[src/rtl/m68k_bus_arbiter_pkg.sv]
// Shared state encoding and default constants for the 68k bus arbiter.
// Optional grant timeout is enabled by defining M68K_ARB_TIMEOUT_EN.
package m68k_arb_pkg;

    typedef enum logic [1:0] {
        ST_OWN   = 2'd0,
        ST_DRAIN = 2'd1,
        ST_GRANT = 2'd2,
        ST_EXT   = 2'd3
    } arb_state_e;

    localparam int SYNC_STAGES_DEF    = 2;
    localparam int TIMEOUT_CYCLES_DEF = 256;
    localparam int CNT_W              = 16;

endpackage

[src/rtl/m68k_bus_arbiter_if.sv]
// Bus-side and sequencer-side signals of the 68k bus arbiter.
// slave = arbiter view, master = environment view.
interface m68k_bus_arbiter_if;

    logic M68K_BR_n;
    logic M68K_BGACK_n;
    logic M68K_BG_n;
    logic txn_req;
    logic txn_busy;
    logic txn_gnt;
    logic ext_owner;
    logic timeout_clr;
    logic arb_timeout;

    modport slave (
        input  M68K_BR_n,
        input  M68K_BGACK_n,
        input  txn_req,
        input  txn_busy,
        input  timeout_clr,
        output M68K_BG_n,
        output txn_gnt,
        output ext_owner,
        output arb_timeout
    );

    modport master (
        output M68K_BR_n,
        output M68K_BGACK_n,
        output txn_req,
        output txn_busy,
        output timeout_clr,
        input  M68K_BG_n,
        input  txn_gnt,
        input  ext_owner,
        input  arb_timeout
    );

endinterface

[src/rtl/m68k_bus_arbiter_pi_sync.sv]
// Multi-flop synchronizer for asynchronous active-low bus inputs.
// Resets to 1 so a held-in-reset bus reads as deasserted.
module pi_sync #(
    parameter int STAGES = 2
) (
    input  logic clk_i,
    input  logic rst_n_i,
    input  logic d_i,
    output logic q_o
);

    logic [STAGES-1:0] sync_q;
    logic [STAGES-1:0] sync_d;

    assign sync_d = {sync_q[STAGES-2:0], d_i};

    always_ff @(posedge clk_i or negedge rst_n_i) begin
        if (!rst_n_i) begin
            sync_q <= '1;
        end else begin
            sync_q <= sync_d;
        end
    end

    assign q_o = sync_q[STAGES-1];

endmodule

[src/rtl/m68k_bus_arbiter.sv]
// Arbitrates the 68k bus between the local sequencer and an external master.
// Define M68K_ARB_TIMEOUT_EN to withdraw an unacknowledged grant.
module m68k_bus_arbiter
    import m68k_arb_pkg::*;
#(
    parameter int SYNC_STAGES    = SYNC_STAGES_DEF,
    parameter int TIMEOUT_CYCLES = TIMEOUT_CYCLES_DEF
) (
    input logic               PI_CLK,
    input logic               RESET_n,
    m68k_bus_arbiter_if.slave bus
);

    logic br_sync;
    logic bgack_sync;
    logic br_s;
    logic bgack_s;

    pi_sync #(.STAGES(SYNC_STAGES)) u_sync_br (
        .clk_i   (PI_CLK),
        .rst_n_i (RESET_n),
        .d_i     (bus.M68K_BR_n),
        .q_o     (br_sync)
    );

    pi_sync #(.STAGES(SYNC_STAGES)) u_sync_bgack (
        .clk_i   (PI_CLK),
        .rst_n_i (RESET_n),
        .d_i     (bus.M68K_BGACK_n),
        .q_o     (bgack_sync)
    );

    assign br_s    = ~br_sync;
    assign bgack_s = ~bgack_sync;

    arb_state_e state_q;
    arb_state_e state_d;
    logic       bg_n_q;
    logic       bg_n_d;
    logic       run_q;
    logic       tmo_evt;
    logic       unused_w;

`ifdef M68K_ARB_TIMEOUT_EN
    logic [CNT_W-1:0] cnt_q;
    logic [CNT_W-1:0] cnt_d;
    logic             tmo_q;
    logic             tmo_d;

    assign tmo_evt = (state_q == ST_GRANT) && !bgack_s
                     && (cnt_q == '0);

    always_comb begin
        cnt_d = cnt_q;
        if (state_q != ST_GRANT && state_d == ST_GRANT) begin
            cnt_d = CNT_W'(TIMEOUT_CYCLES - 1);
        end else if (state_q == ST_GRANT && cnt_q != '0) begin
            cnt_d = cnt_q - 1'b1;
        end
    end

    // A timeout in the same cycle as a clear keeps the flag set
    always_comb begin
        tmo_d = tmo_q;
        if (tmo_evt) begin
            tmo_d = 1'b1;
        end else if (bus.timeout_clr) begin
            tmo_d = 1'b0;
        end
    end

    always_ff @(posedge PI_CLK or negedge RESET_n) begin
        if (!RESET_n) begin
            cnt_q <= '0;
            tmo_q <= 1'b0;
        end else begin
            cnt_q <= cnt_d;
            tmo_q <= tmo_d;
        end
    end

    assign bus.arb_timeout = tmo_q;
    assign unused_w        = bus.txn_req;
`else
    assign tmo_evt         = 1'b0;
    assign bus.arb_timeout = 1'b0;
    assign unused_w        = bus.txn_req ^ bus.timeout_clr
                             ^ TIMEOUT_CYCLES[0];
`endif

    always_comb begin
        state_d = state_q;
        case (state_q)
            ST_OWN: begin
                if (br_s) state_d = ST_DRAIN;
            end
            ST_DRAIN: begin
                if (!bus.txn_busy) state_d = ST_GRANT;
            end
            ST_GRANT: begin
                if (bgack_s) begin
                    state_d = ST_EXT;
                end else if (tmo_evt || !br_s) begin
                    state_d = ST_OWN;
                end
            end
            ST_EXT: begin
                if (!bgack_s) state_d = ST_OWN;
            end
            default: state_d = ST_OWN;
        endcase
    end

    assign bg_n_d = (state_d != ST_GRANT);

    // run_q keeps txn_gnt low until the first edge after reset
    always_ff @(posedge PI_CLK or negedge RESET_n) begin
        if (!RESET_n) begin
            state_q <= ST_OWN;
            bg_n_q  <= 1'b1;
            run_q   <= 1'b0;
        end else begin
            state_q <= state_d;
            bg_n_q  <= bg_n_d;
            run_q   <= 1'b1;
        end
    end

    assign bus.M68K_BG_n = bg_n_q;
    assign bus.ext_owner = (state_q == ST_EXT);
    assign bus.txn_gnt   = run_q && (state_q == ST_OWN) && !br_s;

endmodule

[src/flat_wrapper.sv]
// flat-port wrapper written by rule: the top's interface ports become plain ports
module m68k_bus_arbiter_flat import m68k_arb_pkg::*;
#(
    parameter int SYNC_STAGES    = SYNC_STAGES_DEF,
    parameter int TIMEOUT_CYCLES = TIMEOUT_CYCLES_DEF
)
  (PI_CLK, RESET_n, bus_M68K_BR_n, bus_M68K_BGACK_n, bus_txn_req, bus_txn_busy, bus_timeout_clr, bus_M68K_BG_n, bus_txn_gnt, bus_ext_owner, bus_arb_timeout);
  m68k_bus_arbiter_if bus_i ();
  input logic PI_CLK;
  input logic RESET_n;
  input wire logic [$bits(bus_i.M68K_BR_n)-1:0] bus_M68K_BR_n;
  input wire logic [$bits(bus_i.M68K_BGACK_n)-1:0] bus_M68K_BGACK_n;
  input wire logic [$bits(bus_i.txn_req)-1:0] bus_txn_req;
  input wire logic [$bits(bus_i.txn_busy)-1:0] bus_txn_busy;
  input wire logic [$bits(bus_i.timeout_clr)-1:0] bus_timeout_clr;
  output wire logic [$bits(bus_i.M68K_BG_n)-1:0] bus_M68K_BG_n;
  output wire logic [$bits(bus_i.txn_gnt)-1:0] bus_txn_gnt;
  output wire logic [$bits(bus_i.ext_owner)-1:0] bus_ext_owner;
  output wire logic [$bits(bus_i.arb_timeout)-1:0] bus_arb_timeout;
  assign bus_i.M68K_BR_n = bus_M68K_BR_n;
  assign bus_i.M68K_BGACK_n = bus_M68K_BGACK_n;
  assign bus_i.txn_req = bus_txn_req;
  assign bus_i.txn_busy = bus_txn_busy;
  assign bus_i.timeout_clr = bus_timeout_clr;
  assign bus_M68K_BG_n = bus_i.M68K_BG_n;
  assign bus_txn_gnt = bus_i.txn_gnt;
  assign bus_ext_owner = bus_i.ext_owner;
  assign bus_arb_timeout = bus_i.arb_timeout;
  m68k_bus_arbiter #(.SYNC_STAGES(SYNC_STAGES), .TIMEOUT_CYCLES(TIMEOUT_CYCLES)) u_core (.PI_CLK(PI_CLK), .RESET_n(RESET_n), .bus(bus_i));
endmodule
[config.mk]
export PLATFORM = sky130hd
export DESIGN_NAME = m68k_bus_arbiter_flat
export DESIGN_NICKNAME = d
export VERILOG_FILES = /design/src/rtl/m68k_bus_arbiter_pkg.sv /design/src/rtl/m68k_bus_arbiter_if.sv /design/src/rtl/m68k_bus_arbiter_pi_sync.sv /design/src/rtl/m68k_bus_arbiter.sv /design/src/flat_wrapper.sv
export SDC_FILE = /design/constraint.sdc
export NUM_CORES = 1
export LEC_CHECK = 0
export BUFFER_PORTS_ARGS = -buffer_cell sky130_fd_sc_hd__buf_4
export CORE_AREA = 2 2 39 41
export CTS_BUF_LIST = sky130_fd_sc_hd__clkbuf_4 sky130_fd_sc_hd__clkbuf_8 sky130_fd_sc_hd__clkbuf_16
export DETAILED_ROUTE_END_ITERATION = 10
export DIE_AREA = 0 0 41 43
export PLACE_DENSITY = 0.48
export SLEW_MARGIN = 20
export SYNTH_ARGS = -nofsm -noshare
export SYNTH_HDL_FRONTEND = slang
export SYNTH_SLANG_ARGS = --single-unit
[constraint.sdc]
create_clock -name PI_CLK -period 2.1 [get_ports PI_CLK]
set_clock_uncertainty 0.1 [all_clocks]
set_input_delay 0.21 -clock PI_CLK [delete_from_list [all_inputs] [get_ports PI_CLK]]
set_output_delay 0.21 -clock PI_CLK [all_outputs]
set_load 0.05 [all_outputs]
## Word-level counts from Yosys, hierarchy flattened

Cells that the tools add are included.

- Reductions and logical operators: 3
- Muxes and demuxes: 6
- Equality and inequality tests: 4

Operators by type and width:

| kind | number |
|---|---|
| two-way mux 2 bit | 5 |
| case mux 2 bit (4 select lines) | 1 |
| == test 2 bit, second input constant | 2 |
| == test 2 x 1 -> 1 bit, second input constant | 1 |
| logical AND 1 bit | 2 |
| zero test 2 bit | 1 |
| != test 2 bit, second input constant | 1 |

- Input port bits: 7
- Register bits: 8

## Depth between registers and ports, before layout

Gate-level depths: netlist of run 1.

- Depth after elaboration: 4
- Mapped depth: 2
- Mapped depth without buffers: 2

## Hierarchy

A second synthesis of run 1 with hierarchy kept.

- Cells, all modules: 22
- Area total of the unflattened synthesis: 291.5 µm²

Modules (own cells, without submodules):

| module | sequential area each (µm²) | cells each | instances | area each (µm²) |
|---|---|---|---|---|
| m68k_bus_arbiter | 101.3 | 18 | 1 | 186.4 |
| pi_sync | 52.6 | 2 | 2 | 52.6 |

## Worst setup path after synthesis of run 1

OpenSTA, ideal clock, no wires.

- Path type: reg2out
- Start point: register u_core.u_sync_br.sync_q[1]
- End point: output bus_txn_gnt
- Arrival time: 1603 ps
- Data required time: 1790 ps
- Setup slack: 187 ps
- Cell stages (with the launch flop): 3
- Path through: dfstp_2 > nand2_1 > nor3_1

- Cells in the longest elaborated chain, start to end: 1

RTL lines:

| what | RTL line | RTL |
|---|---|---|
| from (decl) | m68k_bus_arbiter_pi_sync.sv:12 | `logic [STAGES-1:0] sync_q;` |
| from (signal assigned) | m68k_bus_arbiter_pi_sync.sv:21 | `sync_q <= sync_d;` |
| logical AND 1 bit | m68k_bus_arbiter.sv:131 | `assign bus.txn_gnt = run_q && (state_q == ST_OWN) && !br_s;` |
| to (decl) | flat_wrapper.sv:17 | `output wire logic [$bits(bus_i.txn_gnt)-1:0] bus_txn_gnt;` |

Every way passes these cells.

## Worst setup path in the final report of run 1

Ends and elaborated chain as after synthesis.

==> reports/metrics.cfg, run 1 <==
[synthesis]
synth_seq_area_share_pct = 70.82
synth_warnings = 0
synth-simple-area-share_pct = 14.59
synth-seq-cells = 8
synth_xor_area_share_pct = 0
synth_compound_area_share_pct = 9.442
syn_inst = 22
synth_area_um2 = 291.5
synth_fa_ha_area_share_pct = 0
netlist_top_cells_area = dfstp_2, dfrtp_1, nor3b_2, o31a_1, a21o_1
avgSynthCellArea_um2 = 13.25
ys_types = 14
yosysTopAreaCell = dfstp_2
synthMuxAreaShare_pct = 0
synth_nets = 29
yosys.area.top_type_share_pct = 45.06
synth_top_family_by_area = simple AND/OR/NAND/NOR gates

[clock_tree]
cts_sinks = 8
ctsResizeCount = 0
tritoncts = built
clk_pin_slew_worst_paths_ps = 60
cts_hold_buf = 3
cts_setup_buffers = 0
cts_max_level = 1
clock_latency_ps = 250
cts_buffer_depth = 2
cts_buffers = 3
cts_root_buffer = clkbuf_4

[worst_setup_path]
crit_path_end = bus_txn_gnt
timing.rr.end = u_core.state_q[0]
start_kind = register
ff2ff_setup_slack_ps = 1030
r2r-start = u_core.u_sync_br.sync_q[1]
endpoint_kind = output pin
path_max_fanout = 3
rr_worst_depth = 2
cp.arrival_ps = 1240
required_ps = 1790
worst-setup-path-type = reg -> out
crit_start = u_core.u_sync_br.sync_q[1]

[floorplanning]
die_h_um = 43
die_w_um = 41
io_pins = 11
dieArea_mm2 = 0.001763
core_area_mm2 = 0.001384
rows = 14
initial_utilization_pct = 21.07

[drt]
wl_per_cell_um = 8.608
vias = 199
wirelength_um = 439
drt-initial-drc-count = 2
drt.antenna.violating_nets = 0
drc_errors = 0
via_per_inst = 3.902
drtPass1Iterations = 2

[sta]
slew_violations = 0
fin_tns_setup_ps = 0
fin_crit_sh_pct = 73.66
hold_violations = 0
rsz0062_at_grt = no
setup_viol = 0
timing.fmax_mhz = 646.5
fin_crit_ps = 1547

[final_layout]
instances_no_fill = 51
area_growth_pct = 42.92
n_antenna_cell = 0
drive_above_1_share_pct = 51.43
fin_nets = 43

[global_routing]
grt_max_degree = 9
grt_pass1_wl_um = 717
overflow = 0
grt_usage_pct = 6.795
antenna_found_initial = 0
grt_pass1_vias = 177

[power_and_ir_drop]
powerDensity_mw_per_mm2 = 1282
power_w = 0.0005340
leakagePower_nw = 0.1886
ir_drop_mv = 0.3424

[hold_path]
hold_path.class = in -> reg
hp-start = bus_txn_busy

[placed_design]
io_buffers = 7
place_hpwl_um = 317.3
routabilityCongestion = 0.5187
dp.cells = 44

[run_status]
status = finished, final reports clean

[run]
drv_cap = 0

-- where the power goes --
group / switching (W) / internal (W)
sequential: 0.0000323 / 0.000194
clock: 0.0000534 / 0.0000857
combinational: 0.000101 / 0.0000677
-- cells by family (layout without fill, tap and decap cells) --
kind of cell	after synthesis	after routing
flip-flops	8	8
other	2	2
buffers and inverters	1	14
AND/OR/NAND/NOR	7	7
AO/OA/AOI/OAI	4	4
-- layout make-up --
cell class / instances / area (um2)
Multi-Input combinational cell: 13 / 77.57
Fill cell: 152 / 967.2
Tap cell: 16 / 20.02
Timing Repair Buffer: 10 / 82.58
Clock buffer: 4 / 30.03
Sequential cell: 8 / 206.4
-- metal layers --
layer | up-vias | GRT usage [%] | routed length, um
li1 | 95 | - | -
met1 | 96 | 6.645 | 184
met2 | 8 | 9.063 | 212
met3 | 0 | 3.141 | 43
met4 | 0 | 8.000 | 0
met5 | - | 0 | 0
-- layout by cell type (no fill, tap or decap), drive strengths merged, types with 2 or more instances in the layout --
cell type    count
dfstp            5
nand2            2
dlygate4sd3      3
and2             2
conb             2
clkbuf           4
dfrtp            3
buf              7
-- worst max-delay path, stage by stage, from the launching register on --
cell and delay (ps):
dfstp_2 540, nand2_1 50, nor3_1 160, buf_4 230
-- cell usage after synthesis --
library cell	count
dfstp_2	5
dfrtp_1	3
conb_1	2
nand2_1	2
a21o_1	1
a31oi_1	1
and2_1	1
and2_2	1
buf_4	1
nor2_1	1
nor3_1	1
nor3b_2	1
o21ai_0	1
o31a_1	1
-- worst min path at each step --
stage | to | slack [ps] | cells after the start
floorplan | u_core.run_q | -190 | 0
global placement | u_core.run_q | -70 | 1
detailed placement | u_core.run_q | -70 | 1
CTS | u_core.bus.M68K_BG_n | 150 | 3
global route | u_core.state_q[1] | 160 | 3
finish | u_core.bus.M68K_BG_n | 160 | 3
-- registers in the layout (all words and copies together), names as in the netlist --
signal                      flops
u_core.state_q                  2
u_core.u_sync_br.sync_q         2
u_core.u_sync_bgack.sync_q      2
u_core.run_q                    1
u_core.bus.M68K_BG_n            1
-- through the flow --
step           utilization, %  hold slack [ps]  instance area (um2)  setup slack [ps]
6_report                30.11            158.9                416.7             553.2
4_1_cts                 30.11            150.7                416.7             526.7
3_3_place_gp            25.77           -71.09                356.6             860.5
3_5_place_dp            25.77           -66.52                356.6             816.4
5_1_grt                 30.11            161.7                416.7             467.1
2_1_floorplan               -           -185.6                291.5             187.3
(Power assumes the default switching activity.)
==> run 2: changes to the inputs <==
--- a/config.mk
+++ b/config.mk
@@ -10,7 +10,7 @@
 export CTS_BUF_LIST = sky130_fd_sc_hd__clkbuf_4 sky130_fd_sc_hd__clkbuf_8 sky130_fd_sc_hd__clkbuf_16
 export DETAILED_ROUTE_END_ITERATION = 10
 export DIE_AREA = 0 0 41 43
-export PLACE_DENSITY = 0.48
+export PLACE_DENSITY = 0.49
 export SLEW_MARGIN = 20
 export SYNTH_ARGS = -nofsm -noshare
 export SYNTH_HDL_FRONTEND = slang
==> constraint.sdc (replaced) <==
create_clock -name PI_CLK -period 1.4 [get_ports PI_CLK]
set_clock_uncertainty 0.1 [all_clocks]
set_input_delay 0.14 -clock PI_CLK [delete_from_list [all_inputs] [get_ports PI_CLK]]
set_output_delay 0.14 -clock PI_CLK [all_outputs]
set_load 0.05 [all_outputs]
==> run 2 against run 1 <==
Critical path depth unchanged. Worst setup slack worse by 520 ps. Register-to-register slack worse by 780 ps. Power up 55%. Largest power group unchanged.
==> reports/metrics.cfg, run 2 (synthesis results as in run 1) <==
[drt]
drtPass1Iterations = 1  ; -1
drt-initial-drc-count = 0  ; -2
drc_errors = 0  ; unchanged
drt.antenna.violating_nets = 0  ; unchanged
vias = 194  ; -2.5%
wl_per_cell_um = 9.096  ; +5.7%
via_per_inst = 3.731  ; -4.4%
wirelength_um = 473  ; +7.7%

[placed_design]
routabilityCongestion = 0.5252  ; +1.3%
postPlaceCellArea_um2 = 367.9  ; +3.2%
io_buffers = 7  ; unchanged

[run_status]
status = finished, final reports clean

[floorplanning]
rows = 14  ; unchanged
die_h_um = 43  ; unchanged
die_w_um = 41  ; unchanged
core_area_mm2 = 0.001384  ; unchanged
initial_utilization_pct = 21.07  ; unchanged
io_pins = 11  ; unchanged
dieArea_mm2 = 0.001763  ; unchanged

[sta]
fin_crit_sh_pct = 97.64
fin_crit_ps = 1367
rsz0062_at_grt = yes
setup_viol = 0  ; unchanged
timing.fmax_mhz = 731.6
slew_violations = 0  ; unchanged
hold-worst-slack_ps = 91.15  ; -67.77 ps
hold_violations = 0  ; unchanged

[clock_tree]
cts_buffers = 3  ; unchanged
clk_pin_slew_worst_paths_ps = 60  ; about the same
cts_buffer_depth = 2  ; unchanged
cts_sinks = 8  ; unchanged
clock_latency_ps = 250  ; about the same
cts_root_buffer = clkbuf_4
tritoncts = built
cts_max_level = 1  ; unchanged

[final_layout]
final_area_um2 = 442.9  ; +6.3%
top_regs = u_core.state_q x2, u_core.u_sync_bgack.sync_q x2, u_core.u_sync_br.sync_q x2
n_antenna_cell = 0  ; unchanged
fill_cells = 138  ; -9.2%
fin_nets = 44  ; +2.3%
area_growth_pct = 51.93
most-common-layout-cells = buf_4, dfstp_2, clkbuf_4
drive_above_1_share_pct = 61.11  ; +9.7 points
final_common_cell = buf_4

[power_and_ir_drop]
leakagePower_nw = 0.1962  ; +4.0%
ir_drop_mv = 0.5033  ; +47%
power_w = 0.0008294  ; +55%
powerDensity_mw_per_mm2 = 1872  ; +46%

[global_routing]
antenna_found_initial = 0  ; unchanged
grt_usage_pct = 7.317  ; +0.52 points
grt_pass1_wl_um = 779  ; +8.6%
grt_max_degree = 9  ; unchanged
grt_pass1_vias = 205  ; +16%
overflow = 0  ; unchanged

[worst_setup_path]
required_ps = 1160  ; -630 ps
start_kind = register
endpoint_kind = output pin
crit_chain = nand2_2, nor3_4, buf_6
slowest_stage = dfstp_2
cp.arrival_ps = 1130  ; -110 ps
path_max_fanout = 2  ; -1
worst-setup-path-type = reg -> out
crit_path_max_incr_delay_ps = 530  ; about the same

[run]
drv_cap = 0  ; unchanged

[hold_path]
hold_path.class = in -> reg

[run 2: changes by cell type in the layout (fill, tap and decap cells not counted)]
cell / previous run / this run
dfrtp_1: 3 / 2
dfrtp_2: 0 / 1
buf_6: 0 / 1
nand2_1: 2 / 1
nor3_4: 0 / 1
nor3_1: 1 / 0
nand2_2: 0 / 1
[run 2: worst paths after layout]
kind | from | end | slack (ps) | cells after the start
worst max register to register | u_core.u_sync_br.sync_q[1] | u_core.state_q[0] | 250 | 3
worst min-delay path | bus_txn_busy | u_core.state_q[1] | 90 | 3
worst max-delay path | u_core.u_sync_br.sync_q[1] | bus_txn_gnt | 30 | 3
min in group asynchronous | RESET_n | u_core.state_q[1] | 150 | 2
max in group asynchronous | RESET_n | u_core.u_sync_br.sync_q[0] | 830 | 2
worst min register to register | u_core.u_sync_br.sync_q[0] | u_core.u_sync_br.sync_q[1] | 260 | 0
[run 2: power by group]
group / leakage, nW / switching (W) / internal (W) / total, W
logic: 0.0908 / 0.000154 / 0.000111 / 0.000265
clock network: 0.0184 / 0.0000773 / 0.000128 / 0.000206
registers: 0.0870 / 0.0000650 / 0.000294 / 0.000359
total: 0.196 / 0.000297 / 0.000533 / 0.000829
[run 2: area by class of cell]
type	instances	area [um2]	area share, %
clock buffer	4	30.03	6.780
multi-input combinational	13	91.34	20.62
sequential	8	207.7	46.89
tap	16	20.02	4.520
timing repair buffer	11	93.84	21.19
[run 2: per-layer routing]
layer  vias to the layer above  share of wire [%]  GRT usage (%)
met3                         0                 11          3.141
met5                         -                  0              0
met1                        89                 40          7.023
met2                         8                 48          10.31
met4                         0                  0          8.000
li1                         97                  -              -
[run 2: repair_timing]
item	4_1_cts	5_1_grt
resized for setup	2	1
gates cloned	0	0
hold buffers	3	0
endpoints found under the hold margin	10	0
setup endpoints to repair	1	2
setup buffers	0	1
[run 2: worst max-delay path, delay by kind of cell, from the launching register on]
kind | cells | cell delay, ps
buffers and inverters | 1 | 180
and+or+nand+nor | 2 | 170
DFF | 1 | 530
[run 2: metrics by stage]
| stage | setup TNS [ps] | utilization (%) | setup slack [ps] | instances |
|---|---|---|---|---|
| 3_3_place_gp | 0 | 26.58 | 241.7 | 44 |
| 2_1_floorplan | 0 | - | 161.3 | 22 |
| 4_1_cts | 0 | 31.37 | 8.855 | 51 |
| 3_5_place_dp | 0 | 26.58 | 240.1 | 44 |
| 5_1_grt | -30.66 | 32.01 | -30.66 | 52 |
| 6_report | 0 | 32.01 | 33.10 | 52 |
==> run 3: changes to the inputs <==
--- a/config.mk
+++ b/config.mk
@@ -10,7 +10,7 @@
 export CTS_BUF_LIST = sky130_fd_sc_hd__clkbuf_4 sky130_fd_sc_hd__clkbuf_8 sky130_fd_sc_hd__clkbuf_16
 export DETAILED_ROUTE_END_ITERATION = 10
 export DIE_AREA = 0 0 41 43
-export PLACE_DENSITY = 0.49
+export PLACE_DENSITY = 0.48
 export SLEW_MARGIN = 20
 export SYNTH_ARGS = -nofsm -noshare
 export SYNTH_HDL_FRONTEND = slang
==> constraint.sdc (replaced) <==
create_clock -name PI_CLK -period 1.6 [get_ports PI_CLK]
set_clock_uncertainty 0.1 [all_clocks]
set_input_delay 0.16 -clock PI_CLK [delete_from_list [all_inputs] [get_ports PI_CLK]]
set_output_delay 0.16 -clock PI_CLK [all_outputs]
set_load 0.05 [all_outputs]
==> run 3 against run 2 <==
Clock power fell by 14%. Via count shrank 3.1%. Register-to-register slack better by 280 ps. Global-route usage is 1.0 points lower. Final area shrank 4.8%. Count of clock-buffer cells in the layout unchanged. Critical endpoint unchanged.
==> reports/metrics.cfg, run 3 (synthesis results as in run 1) <==
[run_status]
status = finished, final reports clean

[floorplanning]
core_area_mm2 = 0.001384  ; unchanged
initial_utilization_pct = 21.07  ; unchanged
die_w_um = 41  ; unchanged
rows = 14  ; unchanged
dieArea_mm2 = 0.001763  ; unchanged
die_h_um = 43  ; unchanged
io_pins = 11  ; unchanged

[power_and_ir_drop]
powerDensity_mw_per_mm2 = 1663  ; -11%
leakagePower_nw = 0.1900  ; -3.2%
ir_drop_mv = 0.5292  ; +5.1%

[sta]
setup_viol = 0  ; unchanged
timing.fmax_mhz = 705.5
fin_tns_setup_ps = 0  ; unchanged
fin_crit_ps = 1418
rsz0062_at_grt = no
hold_violations = 0  ; unchanged
fin_crit_sh_pct = 88.59
slew_violations = 0  ; unchanged

[drt]
drt.antenna.violating_nets = 0  ; unchanged
drtPass1Iterations = 2  ; +1
drt-initial-drc-count = 5  ; +5
via_per_inst = 3.686  ; -1.2%
wl_per_cell_um = 8.294  ; -8.8%
vias = 188  ; -3.1%
drc_errors = 0  ; unchanged
wirelength_um = 423  ; -11%

[placed_design]
dp.cells = 44  ; unchanged
routabilityCongestion = 0.5304  ; +0.99%
io_buffers = 7  ; unchanged

[final_layout]
instances_no_fill = 51  ; -1.9%
n_antenna_cell = 0  ; unchanged
fill_cells = 151  ; +9.4%
top_regs = u_core.state_q x2, u_core.u_sync_bgack.sync_q x2, u_core.u_sync_br.sync_q x2
drive_above_1_share_pct = 54.29  ; -6.8 points
area_growth_pct = 44.63
most-common-layout-cells = buf_4, dfstp_2, clkbuf_4
fin_nets = 43  ; -2.3%
final_common_cell = buf_4

[clock_tree]
cts_buffer_depth = 2  ; unchanged
clk_pin_slew_worst_paths_ps = 50  ; about the same
ctsResizeCount = 0  ; -2
cts_root_buffer = clkbuf_4
tritoncts = built
cts_sinks = 8  ; unchanged
clock_latency_ps = 250  ; about the same
cts_max_level = 1  ; unchanged
cts_buffers = 3  ; unchanged

[run]
drv_cap = 0  ; unchanged

[worst_setup_path]
worst-setup-path-type = reg -> out
endpoint_kind = output pin
path_max_fanout = 3  ; +1
required_ps = 1340  ; +180 ps
cp.arrival_ps = 1160  ; +30 ps
ff2ff_setup_slack_ps = 530  ; +280 ps
start_kind = register

[global_routing]
grt_pass1_vias = 189  ; -7.8%
overflow = 0  ; unchanged
grt_pass1_wl_um = 662  ; -15%
grt_usage_pct = 6.294  ; -1.0 points
antenna_found_initial = 0  ; unchanged
grt_max_degree = 9  ; unchanged

[hold_path]
hold_path.class = in -> reg

==> run 3: cell count changes in the layout (fill, tap and decap cells not counted) <==
cell / change
nand2_1: +1
nor3_4: -1
nand2_2: -1
buf_6: -1
nor3_2: +1
dfrtp_2: -1
dfrtp_1: +1
==> run 3: worst paths after layout <==
check | cells past startpoint | endpoint | startpoint
max reg2reg | 2 | u_core.state_q[0] | u_core.u_sync_br.sync_q[1]
max in group asynchronous | 2 | u_core.u_sync_br.sync_q[0] | RESET_n
max | 3 | bus_txn_gnt | u_core.u_sync_br.sync_q[1]
min | 3 | u_core.bus.M68K_BG_n | bus_txn_busy
min reg2reg | 0 | u_core.u_sync_br.sync_q[1] | u_core.u_sync_br.sync_q[0]
min in group asynchronous | 2 | u_core.run_q | RESET_n
==> run 3: report_power, final <==
part	switching [W]	leakage (nW)	internal [W]	total, W
logic	0.000135	0.0834	0.0000904	0.000226
registers	0.0000440	0.0882	0.000254	0.000298
clock network	0.0000650	0.0184	0.000112	0.000177
==> run 3: metrics by stage <==
stage	hold slack [ps]	total power [W]	utilization [%]	cell area, um2	setup slack, ps
4_1_cts	112.3	0.0007183	30.47	421.7	162.5
3_5_place_dp	-119.4	0.0005272	26.13	361.6	444.1
2_1_floorplan	-235.6	0.0004614	-	296.5	162.8
6_report	118.3	0.0007014	30.47	421.7	182.5
3_3_place_gp	-120.3	0.0005198	26.13	361.6	456.0
5_1_grt	118.3	0.0007449	30.47	421.7	122.3
==> run 3: critical path: stages (launching register included) <==
cell	delay [ps]
dfstp_2	530
nand2_1	60
nor3_2	100
buf_4	210
==> run 3: timing repair <==
action                                 4_1_cts  5_1_grt
buffers inserted                             0        0
endpoints found under the hold margin       10        0
hold buffers                                 3        0
==> run 3: layer usage <==
metal | global-route usage, % | wire (um) | up-vias
met1 | 5.333 | 157 | 84
met5 | 0 | 0 | -
met3 | 4.712 | 46 | 0
met2 | 8.750 | 219 | 8
li1 | - | - | 96
met4 | 6.000 | 0 | 0
==> run 3: cell type report <==
cell class	count	area (um2)	area share (%)
multi-input combinational	13	82.58	19.58
timing repair buffer	10	82.58	19.58
tap	16	20.02	4.748
clock buffer	4	30.03	7.122
sequential	8	206.4	48.96
